### src/rtl/count_seq_pkg.sv
// Shared types and constants for the count sequence monitor.
// Holds the FSM state enumeration, the four legal counter codes and the
// modulo-4 delta encodings used to classify a step.
package count_seq_pkg;

   localparam int unsigned CODE_W = 4;
   localparam int unsigned IDX_W  = 2;
   localparam int unsigned RUN_W  = 4;
   localparam int unsigned POS_W  = 8;

   typedef enum logic [1:0] {
      ST_EMPTY  = 2'd0,
      ST_ACQ    = 2'd1,
      ST_TRACK  = 2'd2,
      ST_LOCKED = 2'd3
   } state_t;

   // Legal encodings of the external counter, one per index
   localparam logic [CODE_W-1:0] CODE_IDX0 = 4'b0000;
   localparam logic [CODE_W-1:0] CODE_IDX1 = 4'b0010;
   localparam logic [CODE_W-1:0] CODE_IDX2 = 4'b0100;
   localparam logic [CODE_W-1:0] CODE_IDX3 = 4'b0110;

   // (new_idx - prev_idx) mod 4
   localparam logic [IDX_W-1:0] DELTA_HOLD = 2'd0;
   localparam logic [IDX_W-1:0] DELTA_UP   = 2'd1;
   localparam logic [IDX_W-1:0] DELTA_SKIP = 2'd2;
   localparam logic [IDX_W-1:0] DELTA_DOWN = 2'd3;

endpackage

### src/rtl/count_code_decode.sv
// Combinational code table: maps a raw counter code to {valid, idx}.
// Ports:
//   value_in  4-bit raw code
//   valid_c   1 when value_in is one of the four legal codes
//   idx_c     index 0..3 of the legal code (0 when invalid)
module count_code_decode
   import count_seq_pkg::*;
(
   input  logic [CODE_W-1:0] value_in,
   output logic              valid_c,
   output logic [IDX_W-1:0]  idx_c
);

   always_comb begin
      valid_c = 1'b0;
      idx_c   = '0;
      case (value_in)
         CODE_IDX0: begin valid_c = 1'b1; idx_c = 2'd0; end
         CODE_IDX1: begin valid_c = 1'b1; idx_c = 2'd1; end
         CODE_IDX2: begin valid_c = 1'b1; idx_c = 2'd2; end
         CODE_IDX3: begin valid_c = 1'b1; idx_c = 2'd3; end
         default:   begin valid_c = 1'b0; idx_c = '0;   end
      endcase
   end

endmodule

### src/rtl/count_sequence_monitor.sv
// Monitors a 4-state encoded counter, classifies each sampled transition as
// up/down/hold/skip, tracks direction and lock, and keeps position and a
// saturating error count. All outputs are registered (latency 1).
// Ports:
//   clk, reset   clock and asynchronous active-high reset
//   sample_en    value_in is evaluated only when high
//   value_in     4-bit encoded counter value
//   dir_up       last resolved direction (1 = up)
//   dir_valid    a direction has been resolved since the last EMPTY/ACQ
//   locked       high while in LOCKED
//   step_pulse   one-cycle pulse per resolved step
//   dir_change   one-cycle pulse on a reversal while LOCKED
//   err_pulse    one-cycle pulse per invalid code or skip
//   err_count    saturating count of errors
//   pos          wrapping signed position
module count_sequence_monitor
   import count_seq_pkg::*;
#(
   parameter int unsigned LOCK_STEPS = 2,
   parameter int unsigned ERR_W      = 8
) (
   input  logic             clk,
   input  logic             reset,
   input  logic             sample_en,
   input  logic [3:0]       value_in,
   output logic             dir_up,
   output logic             dir_valid,
   output logic             locked,
   output logic             step_pulse,
   output logic             dir_change,
   output logic             err_pulse,
   output logic [ERR_W-1:0] err_count,
   output logic [7:0]       pos
);

   localparam logic [RUN_W-1:0] LOCK_CNT = RUN_W'(LOCK_STEPS);

   logic             code_valid_c;
   logic [IDX_W-1:0] code_idx_c;

   state_t           state_q, state_nxt;
   logic [IDX_W-1:0] prev_idx_q, prev_idx_nxt;
   logic [RUN_W-1:0] run_cnt_q, run_cnt_nxt;
   logic             dir_up_nxt, dir_valid_nxt;
   logic             step_pulse_nxt, dir_change_nxt, err_pulse_nxt;
   logic [ERR_W-1:0] err_count_nxt;
   logic [POS_W-1:0] pos_nxt;

   logic [IDX_W-1:0] delta_c;
   logic             step_up_c;
   logic             same_dir_c;
   logic [RUN_W-1:0] run_inc_c;

   count_code_decode u_decode (
      .value_in (value_in),
      .valid_c  (code_valid_c),
      .idx_c    (code_idx_c)
   );

   // State and output registers
   always_ff @(posedge clk or posedge reset) begin
      if (reset) begin
         state_q    <= ST_EMPTY;
         prev_idx_q <= '0;
         run_cnt_q  <= '0;
         dir_up     <= 1'b0;
         dir_valid  <= 1'b0;
         locked     <= 1'b0;
         step_pulse <= 1'b0;
         dir_change <= 1'b0;
         err_pulse  <= 1'b0;
         err_count  <= '0;
         pos        <= '0;
      end else begin
         state_q    <= state_nxt;
         prev_idx_q <= prev_idx_nxt;
         run_cnt_q  <= run_cnt_nxt;
         dir_up     <= dir_up_nxt;
         dir_valid  <= dir_valid_nxt;
         locked     <= (state_nxt == ST_LOCKED);
         step_pulse <= step_pulse_nxt;
         dir_change <= dir_change_nxt;
         err_pulse  <= err_pulse_nxt;
         err_count  <= err_count_nxt;
         pos        <= pos_nxt;
      end
   end

   // Next-state and next-output logic
   always_comb begin
      state_nxt      = state_q;
      prev_idx_nxt   = prev_idx_q;
      run_cnt_nxt    = run_cnt_q;
      dir_up_nxt     = dir_up;
      dir_valid_nxt  = dir_valid;
      step_pulse_nxt = 1'b0;
      dir_change_nxt = 1'b0;
      err_pulse_nxt  = 1'b0;
      err_count_nxt  = err_count;
      pos_nxt        = pos;

      delta_c    = code_idx_c - prev_idx_q;
      step_up_c  = (delta_c == DELTA_UP);
      // Only a resolved direction can be continued; ACQ always starts a new run
      same_dir_c = dir_valid && (dir_up == step_up_c);
      run_inc_c  = run_cnt_q + RUN_W'(1);

      if (sample_en) begin
         if (!code_valid_c) begin
            err_pulse_nxt = 1'b1;
            dir_valid_nxt = 1'b0;
            run_cnt_nxt   = '0;
            state_nxt     = ST_EMPTY;
         end else if (state_q == ST_EMPTY) begin
            prev_idx_nxt = code_idx_c;
            state_nxt    = ST_ACQ;
         end else begin
            prev_idx_nxt = code_idx_c;
            case (delta_c)
               DELTA_SKIP: begin
                  err_pulse_nxt = 1'b1;
                  dir_valid_nxt = 1'b0;
                  run_cnt_nxt   = '0;
                  state_nxt     = ST_ACQ;
               end
               DELTA_UP, DELTA_DOWN: begin
                  step_pulse_nxt = 1'b1;
                  pos_nxt = step_up_c ? pos + POS_W'(1) : pos - POS_W'(1);
                  if (same_dir_c) begin
                     // LOCKED keeps its run count; TRACK counts toward lock
                     if (state_q == ST_TRACK) begin
                        run_cnt_nxt = run_inc_c;
                        state_nxt   = (run_inc_c >= LOCK_CNT) ? ST_LOCKED : ST_TRACK;
                     end
                  end else begin
                     run_cnt_nxt    = RUN_W'(1);
                     dir_up_nxt     = step_up_c;
                     dir_valid_nxt  = 1'b1;
                     dir_change_nxt = (state_q == ST_LOCKED);
                     state_nxt      = (LOCK_CNT == RUN_W'(1)) ? ST_LOCKED : ST_TRACK;
                  end
               end
               default: begin
               end
            endcase
         end

         if (err_pulse_nxt && (err_count != {ERR_W{1'b1}}))
            err_count_nxt = err_count + ERR_W'(1);
      end
   end

endmodule

### config.mk
export PLATFORM = sky130hd
export DESIGN_NAME = count_sequence_monitor
export DESIGN_NICKNAME = d
export VERILOG_FILES = /design/src/rtl/count_seq_pkg.sv /design/src/rtl/count_code_decode.sv /design/src/rtl/count_sequence_monitor.sv
export SDC_FILE = /design/constraint.sdc
export NUM_CORES = 1
export LEC_CHECK = 0
export CAP_MARGIN = 10
export CORE_MARGIN = 2
export CORE_UTILIZATION = 58
export DETAILED_ROUTE_END_ITERATION = 10
export GPL_TIMING_DRIVEN = 0
export PLACE_DENSITY = 0.85
export SLEW_MARGIN = 40
export SYNTH_ARGS = -nofsm -noshare
export SYNTH_HDL_FRONTEND = slang
export SYNTH_SLANG_ARGS = --single-unit
export TNS_END_PERCENT = 10
### constraint.sdc
create_clock -name clk -period 8.06 [get_ports clk]
set_input_delay 1.209 -clock clk [delete_from_list [all_inputs] [get_ports clk]]
set_output_delay 1.209 -clock clk [all_outputs]
set_load 0.005 [all_outputs]
==> impl_metrics.json, run 1 <==
{
  "yosys-top-cells-area": "dfrtp_1 (40%), ha_1 (6.7%), xnor2_1 (4.7%)",
  "cts_tree": "built",
  "yosys_warnings": 0,
  "ir_drop_mv": 0.2373,
  "die_x_um": 60.77,
  "ctsHoldBuffers": 0,
  "dp_hpwl_um": 3054,
  "cp-end-kind": "flop",
  "synthTopCellsByCount": "dfrtp_1 (30), nand2_1 (17), o21ai_0 (13)",
  "io_buffers": 28,
  "syn_nets": 204,
  "max_cap_violations": 0,
  "cp-start-kind": "input pin",
  "relSlewSlack_pct": 58.40,
  "finalCritPeriodShare_pct": 63.72,
  "rsz0062_at_grt": "no",
  "grt_pass1_vias": 1507,
  "cts_made_buffers": 5,
  "synthMostInstantiatedCell": "dfrtp_1",
  "clk_latency_ns": 0.33,
  "dieArea_mm2": 0.003693,
  "r2r_cells": 10,
  "pwr_density_cell_mw_per_mm2": 310.3,
  "die_y_um": 60.77,
  "n_antenna_cell": 0,
  "synth-edff-count": 0,
  "place_congestion": 0.8871,
  "path_class": "in2reg",
  "synth_area_mm2": 0.001869,
  "post_cts_resized": 0,
  "clk_path_buf_depth": 2,
  "final_antenna_net_count": 0,
  "max_freq_ghz": 0.1947,
  "antenna_found_initial": 0,
  "hold_violations": 0,
  "synth_top_cell_area_share_pct": 40.16,
  "finalCriticalPeriod_ns": 5.136,
  "fp-row-count": 20,
  "critical_path_arrival_ns": 5.39,
  "setup_tns_ns": 0,
  "multiInputGateArea_mm2": 0.001076,
  "num-fill-cells": 238,
  "critical_path_required_ns": 8.31,
  "skew_ns": 0.008745,
  "synthCells": 186,
  "dr.first_iter.drc_count": 59,
  "drt-total-wl_um": 4082,
  "syn_area_per_cell_um2": 10.05,
  "cts_setup_buffers": 0,
  "r2r_slack_ns": 4.42,
  "cts.sinks": 30,
  "cts-root-buf": "clkbuf_4",
  "layout-drive-gt1-share_pct": 9.009,
  "ys_seq_area_share_pct": 40.16,
  "worst_pin_slew_ns": 0.6231,
  "seq_area_um2": 750.7,
  "yosys.area.top_type": "dfrtp_1",
  "io_pins": 29,
  "drv_slew": 0,
  "ys_seq_elements": 30,
  "htree_levels": 2,
  "leakage_nw": 1.023,
  "first_pass_iters": 4,
  "grt_pass1_wl_um": 6693,
  "hold_path_depth": 1,
  "area_growth_pct": 22.16,
  "async_flop_share_pct": 100.0,
  "grt_overflow": 0,
  "vias_per_cell": 5.974,
  "synth_cell_types": 48,
  "crit_fanout": 9,
  "nets": 239,
  "min_path_type": "reg2reg",
  "grt_usage_pct": 24.60,
  "grt_start_max_net_pins": 31,
  "outcome": "finished, final reports clean",
  "clk_pin_slew_ns": 0.10,
  "initial_core_util_pct": 61.23,
  "post_drt_wl_per_cell_um": 15.35,
  "finalPower_mw": 0.7086,
  "core_mm2": 0.003053,
  "vias": 1589,
  "finalSetupViolCount": 0,
  "ys.flop_type": "dfrtp_1",
  "remaining_drc_errors": 0
}
-- registers in the layout (all words and copies together), names as in the netlist, 2 cells and up --
name / count
state_q: 2
pos: 8
err_count: 8
run_cnt_q: 4
prev_idx_q: 2
-- final cells by class --
| class | count | share of cell area (%) |
|---|---|---|
| plain buffers | 2 | 0.3836 |
| multi-input cells | 145 | 47.12 |
| clock buffers | 6 | 1.808 |
| repair buffers | 28 | 12.27 |
| clock inverters | 2 | 1.644 |
| inverters | 9 | 1.479 |
| well taps | 44 | 2.411 |
| flip-flops and latches | 30 | 32.88 |
-- cells in the final DEF, fill, tap and decap left out, drive strengths merged, types with 2 or more instances in the layout --
master	synthesis	layout
a2111o	2	2
a211oi	2	2
a21o	5	5
a21oi	6	6
a22oi	2	2
a31oi	4	4
a41o	3	3
and3	2	2
clkbuf	1	7
clkdlybuf4s50	0	28
dfrtp	30	30
ha	10	10
inv	8	8
mux2	5	5
nand2	17	17
nand2b	3	3
nand3	9	9
nand4	5	5
nor2	11	11
nor2b	2	2
nor3	6	6
nor3b	4	4
nor4	3	3
o21ai	14	14
o31a	2	2
or2	2	2
xnor2	12	12
xor2	2	2
-- metal layers --
metal | GRT usage (%) | vias up | routed length [um]
met1 | 29.76 | 768 | 1667
met4 | 7.764 | 0 | 48
met2 | 42.86 | 51 | 2108
met3 | 6.397 | 7 | 258
met5 | 0 | - | 0
li1 | - | 763 | -
-- where the power goes --
part / switching (mW) / internal, mW / total, mW
combinational: 0.167 / 0.186 / 0.353
sequential: 0.0480 / 0.188 / 0.236
clock: 0.0541 / 0.0654 / 0.120
total: 0.269 / 0.440 / 0.709
-- cell families after synthesis --
family	after synthesis	synth area share (%)
flip-flops	30	40.16
XOR/XNOR	16	9.839
buffers and inverters	11	2.275
multiplexers	6	3.547
AND/OR/NAND/NOR	66	18.67
adder cells (fa/ha/maj)	11	7.764
AO/OA/AOI/OAI	46	17.74
-- metrics by stage --
step	hold WS [ns]	cells	util (%)	setup WS, ns	area, um^2
2_1_floorplan	0.4810	186	-	3.746	1869
3_3_place_gp	0.4817	258	72.21	2.764	2205
3_5_place_dp	0.4884	258	72.21	2.650	2205
4_1_cts	0.5162	266	74.80	2.975	2283
5_1_grt	0.5352	266	74.80	2.662	2283
6_report	0.5106	266	74.80	2.924	2283
-- path summary, 6_finish.rpt --
| kind | to | from |
|---|---|---|
| max reg2reg | pos[7] | prev_idx_q[0] |
| min reg2reg | err_count[6] | err_count[6] |
| min in group asynchronous | err_count[3] | reset |
| max in group asynchronous | run_cnt_q[1] | reset |
| max | pos[7] | value_in[0] |
| min | err_count[6] | err_count[6] |
-- worst max-delay path: stages --
cell             delay (ns)
clkdlybuf4s50_1        0.49
nor2_1                 0.37
nand2_1                0.11
ha_1                   0.27
xnor2_2                0.30
xor2_1                 0.51
nand2_1                0.35
ha_1                   0.38
a211oi_1               0.29
o21bai_1               0.18
a2111o_1               0.45
a2111o_1               0.37
o211ai_1               0.10
Power figures use the tool's default switching activity.
==> run 2: changes to the inputs <==
Settings changed: CORE_UTILIZATION 58 to 53, PLACE_DENSITY 0.85 to 0.79.
Clock period 8.06 ns to 5.08 ns, I/O delays scaled along.
==> run 2 against run 1 <==
Sequential power up 58%. Die area up 8.8%. Combinational power up 60%. Critical endpoint unchanged.
==> impl_metrics.json, run 2 (synthesis results as in run 1) <==
{
  "dieArea_mm2": 0.004018,
  "post_drt_wl_per_cell_um": 15.14,
  "ir_drop_mv": 0.3908,
  "min_path_type": "reg2reg",
  "antenna_found_initial": 0,
  "worst_pin_slew_ns": 0.6090,
  "grt_pass1_wl_um": 7169,
  "pwr_density_cell_mw_per_mm2": 493.9,
  "critical_path_required_ns": 5.31,
  "layout-drive-gt1-share_pct": 9.009,
  "grt_start_max_net_pins": 31,
  "cts_tree": "built",
  "io_pins": 29,
  "first_pass_iters": 4,
  "n_antenna_cell": 0,
  "path_class": "in2reg",
  "grt_pass1_vias": 1538,
  "fin_ws_ns": 0.3581,
  "clk_latency_ns": 0.33,
  "setup_tns_ns": 0,
  "dp_cells": 260,
  "finalSetupViolCount": 0,
  "fp-row-count": 21,
  "critical_path_arrival_ns": 4.96,
  "cts.sinks": 30,
  "drt-total-wl_um": 4058,
  "vias": 1573,
  "crit_chain": "clkdlybuf4s50_1 > nor2_1 > nand2_1 > ha_1 > xnor2_2 > xor2_1 > nand2_1 > ha_1 > a211oi_1 > o21bai_1 > a2111o_1 > a2111o_1 > o211ai_1",
  "r2r_cells": 10,
  "die_x_um": 63.39,
  "dr.first_iter.drc_count": 85,
  "holdWs_ns": 0.4987,
  "slowest_delay_ns": 0.51,
  "vias_per_cell": 5.869,
  "fin_cells": 268,
  "max_freq_ghz": 0.2118,
  "fin_util_pct": 67.97,
  "placed_area_mm2": 0.002207,
  "cts-root-buf": "clkbuf_4",
  "ctsHoldBuffers": 0,
  "grt_overflow": 0,
  "place_congestion": 0.8525,
  "nets": 239,
  "crit_fanout": 9,
  "cts_made_buffers": 5,
  "htree_levels": 2,
  "dp_slack_ns": 0.09670,
  "clk_path_buf_depth": 2,
  "final_antenna_net_count": 0,
  "dp_hpwl_um": 3171,
  "layout.cells.most_common": "dfrtp_1",
  "post_cts_resized": 0,
  "finalCriticalPeriod_ns": 4.722,
  "finalInstanceArea_mm2": 0.002286,
  "leakage_nw": 1.023,
  "hold_violations": 0,
  "slowest_stage": "xor2_1",
  "final_cell_mix": "dfrtp_1 (30), clkdlybuf4s50_1 (28), nand2_1 (17)",
  "area_growth_pct": 22.29,
  "relSlewSlack_pct": 59.34,
  "core_mm2": 0.003363,
  "grt_usage_pct": 23.01,
  "rsz0062_at_grt": "no",
  "initial_core_util_pct": 55.58,
  "finalPower_mw": 1.129,
  "die_y_um": 63.39,
  "io_buffers": 28,
  "outcome": "finished, final reports clean",
  "skew_ns": 0.01843,
  "remaining_drc_errors": 0,
  "top_regs": "err_count: 8 flops, pos: 8 flops, run_cnt_q: 4 flops",
  "finalCritPeriodShare_pct": 92.95,
  "cp-start-kind": "input pin",
  "max_cap_violations": 0,
  "cp-end-kind": "flop",
  "cts_setup_buffers": 0,
  "clk_pin_slew_ns": 0.10,
  "drv_slew": 0,
  "hold_path_depth": 1
}
[run 2: cell counts in the layout (fill, tap and decap cells not counted)]
No cell type changed its count.
[run 2: layer usage]
layer	vias up	share of wire (%)	GRT usage (%)	wire, um
li1	760	-	-	-
met1	756	41	27.57	1646
met2	49	52	39.61	2108
met3	8	5.3	5.000	215
met4	0	2.2	10.05	88
met5	-	0	0	0
[run 2: cell type report]
class | count | area, um^2
Clock inverter | 2 | 37.54
Tap cell | 46 | 57.56
Fill cell | 303 | 1077
Clock buffer | 6 | 41.29
Timing Repair Buffer | 28 | 280.3
Multi-Input combinational cell | 145 | 1076
Inverter | 9 | 33.78
Buffer | 2 | 8.758
Sequential cell | 30 | 750.7
[run 2: power breakdown]
group | internal (mW) | switching, mW | total [mW]
clock network | 0.104 | 0.0859 | 0.190
registers | 0.299 | 0.0746 | 0.373
logic | 0.297 | 0.269 | 0.566
[run 2: critical path: cells and delay by family]
kind / cells / cell delay [ns]
compound gates: 5 / 1.45
xor+xnor: 2 / 0.79
fa+ha+maj: 2 / 0.65
simple gates: 3 / 0.81
buf+inv: 1 / 0.49
[run 2: worst paths after layout]
kind                                     from            to  slack, ns
worst max-delay path              value_in[0]        pos[7]       0.36
worst min register to register   err_count[6]  err_count[6]       0.50
worst max register to register  prev_idx_q[0]        pos[7]       1.36
min in group asynchronous               reset  err_count[4]       0.81
max in group asynchronous               reset        pos[7]       3.85
worst min-delay path             err_count[6]  err_count[6]       0.50
